--- config.mk ---
export PLATFORM = sky130hd
export DESIGN_NAME = keccak_msg_feeder_flat
export DESIGN_NICKNAME = d
export VERILOG_FILES = /design/src/rtl/keccak_msg_feeder_if.sv /design/src/rtl/keccak_msg_feeder.sv /design/src/flat_wrapper.sv
export SDC_FILE = /design/constraint.sdc
export NUM_CORES = 1
export LEC_CHECK = 0
export CORE_AREA = 2 2 423 425
export DETAILED_ROUTE_END_ITERATION = 10
export DIE_AREA = 0 0 425 427
export PLACE_DENSITY_LB_ADDON = 0.25
export SYNTH_ARGS = -nofsm -noshare
export SYNTH_HDL_FRONTEND = slang
export SYNTH_SLANG_ARGS = --single-unit
export TNS_END_PERCENT = 5
--- constraint.sdc ---
create_clock -name clk -period 2.3 [get_ports clk]
set_input_delay 0.23 -clock clk [delete_from_list [all_inputs] [get_ports clk]]
set_output_delay 0.23 -clock clk [all_outputs]
set_load 0.01 [all_outputs]
--- src/rtl/keccak_msg_feeder_if.sv ---
// rtl/keccak_msg_feeder_if.sv - byte-stream and keccak core word-port bundle for the message feeder
interface keccak_msg_feeder_if;
  logic [7:0]   s_data;
  logic         s_valid;
  logic         s_last;
  logic         s_ready;
  logic         core_reset;
  logic [31:0]  in;
  logic         in_ready;
  logic         is_last;
  logic [1:0]   byte_num;
  logic         buffer_full;
  logic [511:0] out;
  logic         out_ready;

  modport master (
    input  s_data, s_valid, s_last, buffer_full, out, out_ready,
    output s_ready, core_reset, in, in_ready, is_last, byte_num
  );

  modport slave (
    output s_data, s_valid, s_last, buffer_full, out, out_ready,
    input  s_ready, core_reset, in, in_ready, is_last, byte_num
  );
endinterface

--- src/rtl/keccak_msg_feeder.sv ---
// rtl/keccak_msg_feeder.sv - packs a byte stream into big-endian words for the keccak core and latches its digest
module keccak_msg_feeder #(
  parameter int TIMEOUT = 1024
) (
  input  logic                 clk,
  input  logic                 reset,
  keccak_msg_feeder_if.master  bus,
  output logic [511:0]         digest,
  output logic                 done,
  output logic                 busy,
  output logic                 err_timeout
);

  localparam logic [2:0] S_IDLE  = 3'd0;
  localparam logic [2:0] S_CLEAR = 3'd1;
  localparam logic [2:0] S_FEED  = 3'd2;
  localparam logic [2:0] S_PAD   = 3'd3;
  localparam logic [2:0] S_DRAIN = 3'd4;
  localparam logic [2:0] S_WAIT  = 3'd5;

  localparam int TW = (TIMEOUT > 1) ? $clog2(TIMEOUT) : 1;

  logic [2:0]    state;
  logic [23:0]   acc;
  logic [1:0]    cnt;
  logic [31:0]   word;
  logic          word_vld;
  logic          word_last;
  logic [1:0]    word_bn;
  logic [TW-1:0] timer;

  logic          accept;
  logic          slot_free;
  logic          s_ready;
  logic          fire;
  logic [31:0]   last_word;

  assign bus.in         = word;
  assign bus.in_ready   = word_vld;
  assign bus.is_last    = word_last;
  assign bus.byte_num   = word_bn;
  assign bus.core_reset = (state == S_CLEAR);
  assign bus.s_ready    = s_ready;
  assign busy           = (state != S_IDLE);

  assign accept    = word_vld & ~bus.buffer_full;
  assign slot_free = ~word_vld | accept;
  // A byte that completes a word (4th or last) needs the output slot; others only fill the accumulator.
  assign s_ready   = (state == S_FEED) && (slot_free || ((cnt != 2'd3) && !bus.s_last));
  assign fire      = bus.s_valid & s_ready;

  always_comb begin
    last_word = '0;
    case (cnt)
      2'd0:    last_word = {bus.s_data, 24'h0};
      2'd1:    last_word = {acc[7:0], bus.s_data, 16'h0};
      2'd2:    last_word = {acc[15:0], bus.s_data, 8'h0};
      default: last_word = {acc, bus.s_data};
    endcase
  end

  always_ff @(posedge clk) begin
    if (!reset) begin
      state       <= S_IDLE;
      acc         <= '0;
      cnt         <= '0;
      word        <= '0;
      word_vld    <= 1'b0;
      word_last   <= 1'b0;
      word_bn     <= '0;
      timer       <= '0;
      digest      <= '0;
      done        <= 1'b0;
      err_timeout <= 1'b0;
    end else begin
      done        <= 1'b0;
      err_timeout <= 1'b0;
      case (state)
        S_IDLE: begin
          if (bus.s_valid) state <= S_CLEAR;
        end
        S_CLEAR: begin
          cnt   <= '0;
          acc   <= '0;
          state <= S_FEED;
        end
        S_FEED: begin
          if (accept) word_vld <= 1'b0;
          if (fire) begin
            if (bus.s_last) begin
              word     <= last_word;
              word_vld <= 1'b1;
              cnt      <= '0;
              acc      <= '0;
              if (cnt == 2'd3) begin
                // Exactly word-aligned: the core still needs an empty terminating word.
                word_last <= 1'b0;
                word_bn   <= '0;
                state     <= S_PAD;
              end else begin
                word_last <= 1'b1;
                word_bn   <= cnt + 2'd1;
                state     <= S_DRAIN;
              end
            end else if (cnt == 2'd3) begin
              word      <= {acc, bus.s_data};
              word_vld  <= 1'b1;
              word_last <= 1'b0;
              word_bn   <= '0;
              cnt       <= '0;
            end else begin
              acc <= {acc[15:0], bus.s_data};
              cnt <= cnt + 2'd1;
            end
          end
        end
        S_PAD: begin
          if (accept) begin
            word      <= '0;
            word_last <= 1'b1;
            word_bn   <= '0;
            state     <= S_DRAIN;
          end
        end
        S_DRAIN: begin
          if (accept) begin
            word      <= '0;
            word_vld  <= 1'b0;
            word_last <= 1'b0;
            word_bn   <= '0;
            timer     <= '0;
            state     <= S_WAIT;
          end
        end
        S_WAIT: begin
          if (bus.out_ready) begin
            digest <= bus.out;
            done   <= 1'b1;
            state  <= S_IDLE;
          end else if ((TIMEOUT != 0) && (timer == TW'(TIMEOUT - 1))) begin
            err_timeout <= 1'b1;
            state       <= S_IDLE;
          end else begin
            timer <= timer + TW'(1);
          end
        end
        default: state <= S_IDLE;
      endcase
    end
  end

endmodule

--- src/flat_wrapper.sv ---
// flat-port wrapper written by rule: the top's interface ports become plain ports
module keccak_msg_feeder_flat 
#(
  parameter int TIMEOUT = 1024
)
  (clk, reset, digest, done, busy, err_timeout, bus_s_data, bus_s_valid, bus_s_last, bus_buffer_full, bus_out, bus_out_ready, bus_s_ready, bus_core_reset, bus_in, bus_in_ready, bus_is_last, bus_byte_num);
  keccak_msg_feeder_if bus_i ();
  input  logic clk;
  input  logic reset;
  output logic [511:0] digest;
  output logic done;
  output logic busy;
  output logic err_timeout;
  input wire logic [$bits(bus_i.s_data)-1:0] bus_s_data;
  input wire logic [$bits(bus_i.s_valid)-1:0] bus_s_valid;
  input wire logic [$bits(bus_i.s_last)-1:0] bus_s_last;
  input wire logic [$bits(bus_i.buffer_full)-1:0] bus_buffer_full;
  input wire logic [$bits(bus_i.out)-1:0] bus_out;
  input wire logic [$bits(bus_i.out_ready)-1:0] bus_out_ready;
  output wire logic [$bits(bus_i.s_ready)-1:0] bus_s_ready;
  output wire logic [$bits(bus_i.core_reset)-1:0] bus_core_reset;
  output wire logic [$bits(bus_i.in)-1:0] bus_in;
  output wire logic [$bits(bus_i.in_ready)-1:0] bus_in_ready;
  output wire logic [$bits(bus_i.is_last)-1:0] bus_is_last;
  output wire logic [$bits(bus_i.byte_num)-1:0] bus_byte_num;
  assign bus_i.s_data = bus_s_data;
  assign bus_i.s_valid = bus_s_valid;
  assign bus_i.s_last = bus_s_last;
  assign bus_i.buffer_full = bus_buffer_full;
  assign bus_i.out = bus_out;
  assign bus_i.out_ready = bus_out_ready;
  assign bus_s_ready = bus_i.s_ready;
  assign bus_core_reset = bus_i.core_reset;
  assign bus_in = bus_i.in;
  assign bus_in_ready = bus_i.in_ready;
  assign bus_is_last = bus_i.is_last;
  assign bus_byte_num = bus_i.byte_num;
  keccak_msg_feeder #(.TIMEOUT(TIMEOUT)) u_core (.clk(clk), .reset(reset), .bus(bus_i), .digest(digest), .done(done), .busy(busy), .err_timeout(err_timeout));
endmodule
==> results.cfg <==
[hold_path]
whs_endpoint = u_core.digest[451]
hold_path.class = input port to flip-flop
min-delay-start = bus_out[451]
hold_depth = 3

[job]
drv_cap = 0

[synth]
synth.avg_cell_area_um2 = 8.08
synthTopCellsByArea = dfxtp_1 55%, nand2_1 19%, a21oi_1 13%
async_flop_share_pct = 0
synth_top_cell_area_share_pct = 54.7
synth_top_cell_by_area = dfxtp_1
yosys-top-cells-count = 1,099 x nand2_1, 589 x dfxtp_1, 548 x a21oi_1
ys_seq_elements = 589
synth.distinct_cells = 64
synth_nets = 3201
synth_enable_flop_cells = 0
seq_area_frac_synth_pct = 54.7
synth.most_common_cell = nand2_1
syn-cell-area_um2 = 21600
synth_ff_type = dfxtp_1
netlist_instances = 2670
yosysWarnings = 0

[grt]
antenna_found_initial = 14
grt_pass1_wl_mm = 166
grt_max_degree = 66
grtUsageTotal_pct = 12.6
grt_pass1_vias = 22500
grt_overflow = 0

[timing]
max_slew.worst_pin.slew_ps = 1070
finClkSkew_ps = 27.8
max_freq_mhz = 463
max_slew_margin_pct = 28.2
finalCriticalPeriod_ps = 2160
post-route-period-util_pct = 94.0
hold_ws_ps = 80.7
rsz0062_at_grt = no
totalNegativeSetupSlack_ps = 0
hold_viol_final = 0
finalSetupViolCount = 0
final_max_slew_viol_count = 0

[routing]
vias = 22800
antenna_left = 0
drc = 0
drt_pass1_iterations = 6
wl_per_cell_um = 19.2
drt_iter0_drc = 1168
viasPerCell = 3.65
totalWireLength_mm = 120

[worst_setup_path]
critPathLaunchType = flip-flop
r2r_setup_slack_ps = 280
r2r-end = u_core.bus.in[24]
worstPathArrival_ps = 1930
cp-end-kind = output port
cp.required_ps = 2070
worstSetupPathType = flip-flop to output port
reg2reg_from = u_core.cnt[0]
critPathMaxFanout = 10
reg2reg_depth = 5

[cts]
numCtsBuffers = 77
cts_tree = yes
htreeDepth = 3
cts_sinks = 589
clk_latency_ps = 700
clkTransAtPathRegs_ps = 60
clock_path_buffers = 3
cts-root-buf = clkbuf_16

[placed_design]
gp_congestion = 0.836
place_area_um2 = 35500
placed_cells = 6009
portBuffers = 1078
hpwl_mm = 93.3

[die]
ios = 1079
fp-row-count = 155
die_w_um = 425
fp.coreArea_um2 = 177000
fp.dieH_um = 427
initial_core_util_pct = 12.2
die_area_um2 = 181000

[layout]
fin_cells = 6262
drive_gt1_share_pct = 6.95
syn2layout_area_growth_pct = 82.1
design_area_um2 = 39300
nets = 4370

[power]
p_leak_nw = 12.7
vdd.ir_drop.worst_mv = 0.536
powerDensity_nw_per_um2 = 671

[outcome]
status = completed
## metal layers
layer / vias to the layer above / track usage [%] / part of all wire (%)
li1: 11200 / - / -
met1: 10800 / 15.5 / 42
met2: 742 / 20.4 / 47
met3: 131 / 4.19 / 7.8
met4: 4 / 4.32 / 2.9
met5: - / 0 / 0.018
## where the power goes
group          switching [mW]  leakage, nW  internal (mW)
Sequential              0.144         4.74           10.4
Clock                    5.18         1.29           7.52
Combinational            1.40         6.63           1.75
Total                    6.73         12.7           19.6
## logic make-up (layout without fill, tap and decap cells)
logic type	count (synthesis)	after routing	synth area share [%]
AO/OA/AOI/OAI	664	664	17.1
adder cells (fa/ha/maj)	5	5	0.290
buffers and inverters	214	1445	5.25
flip-flops	589	589	54.7
multiplexers	25	25	1.16
other	0	6	0
AND/OR/NAND/NOR	1173	1173	21.6
## what timing repair did
item,CTS,global route
buffers inserted,1,0
setup endpoints to repair,4,0
gates resized for setup,16,0
hold buffers,105,0
hold endpoints to repair,105,0
## layout by cell type (no fill, tap or decap), types with 8 or more instances in the layout
cell / synthesis / final
a22o_1: 9 / 9
clkdlybuf4s50_1: 0 / 1074
a31oi_1: 12 / 12
dlygate4sd3_1: 0 / 105
clkbuf_1: 81 / 20
a22oi_1: 8 / 8
clkbuf_16: 0 / 77
nand4_1: 12 / 12
mux2i_1: 25 / 25
a32oi_1: 8 / 8
a21oi_1: 548 / 548
a211oi_2: 11 / 11
buf_12: 0 / 37
dfxtp_1: 589 / 586
nor2_1: 8 / 8
nand2_1: 1099 / 1098
o21ai_0: 25 / 25
buf_4: 46 / 78
a222oi_1: 8 / 8
a32o_1: 8 / 8
clkbuf_8: 0 / 18
clkinv_2: 0 / 10
## registers in the layout, summed over array words and instances (netlist names), 2 cells and up
name	flops
u_core.state	3
u_core.digest	512
u_core.bus.in	32
u_core.timer	10
u_core.acc	24
u_core.bus.byte_num	2
u_core.cnt	2
## worst max-delay path by stage
stage / to / cells after the start / slack [ps] / start
floorplan: u_core.acc[10] / 6 / 540 / u_core.cnt[0]
global placement: u_core.bus.in[29] / 5 / 40 / bus_s_last
detailed placement: u_core.bus.in[28] / 5 / 30 / bus_s_last
CTS: digest[5] / 1 / 6 / u_core.digest[5]
global route: bus_core_reset / 4 / 20 / u_core.state[1]
finish: bus_core_reset / 4 / 140 / u_core.state[1]
## worst max-delay path, cell delays in order, from the launching register on
cell           delay [ps]
dfxtp_4               390
buf_4                 160
and2b_2               260
nor2b_1               130
dlygate4sd2_1         290
## final cells by class
cell class,instances,area (um2)
antenna,6,15.0
sequential,589,11800
fill,19600,138000
tap,2355,2950
timing repair buffer,1300,13200
clock inverter,26,402
clock buffer,115,2250
inverter,4,22.5
multi-input combinational,1867,8670
## metrics by stage
step | utilization [%] | power (mW) | setup slack [ps]
2_1_floorplan | - | 11.9 | 536
3_3_place_gp | 20.1 | 13.7 | 38.0
3_5_place_dp | 20.1 | 13.7 | 26.9
4_1_cts | 22.2 | 26.9 | 6.12
5_1_grt | 22.2 | 27.5 | 22.4
6_report | 22.2 | 26.4 | 138
No activity file was read; power rests on OpenSTA's default activity.
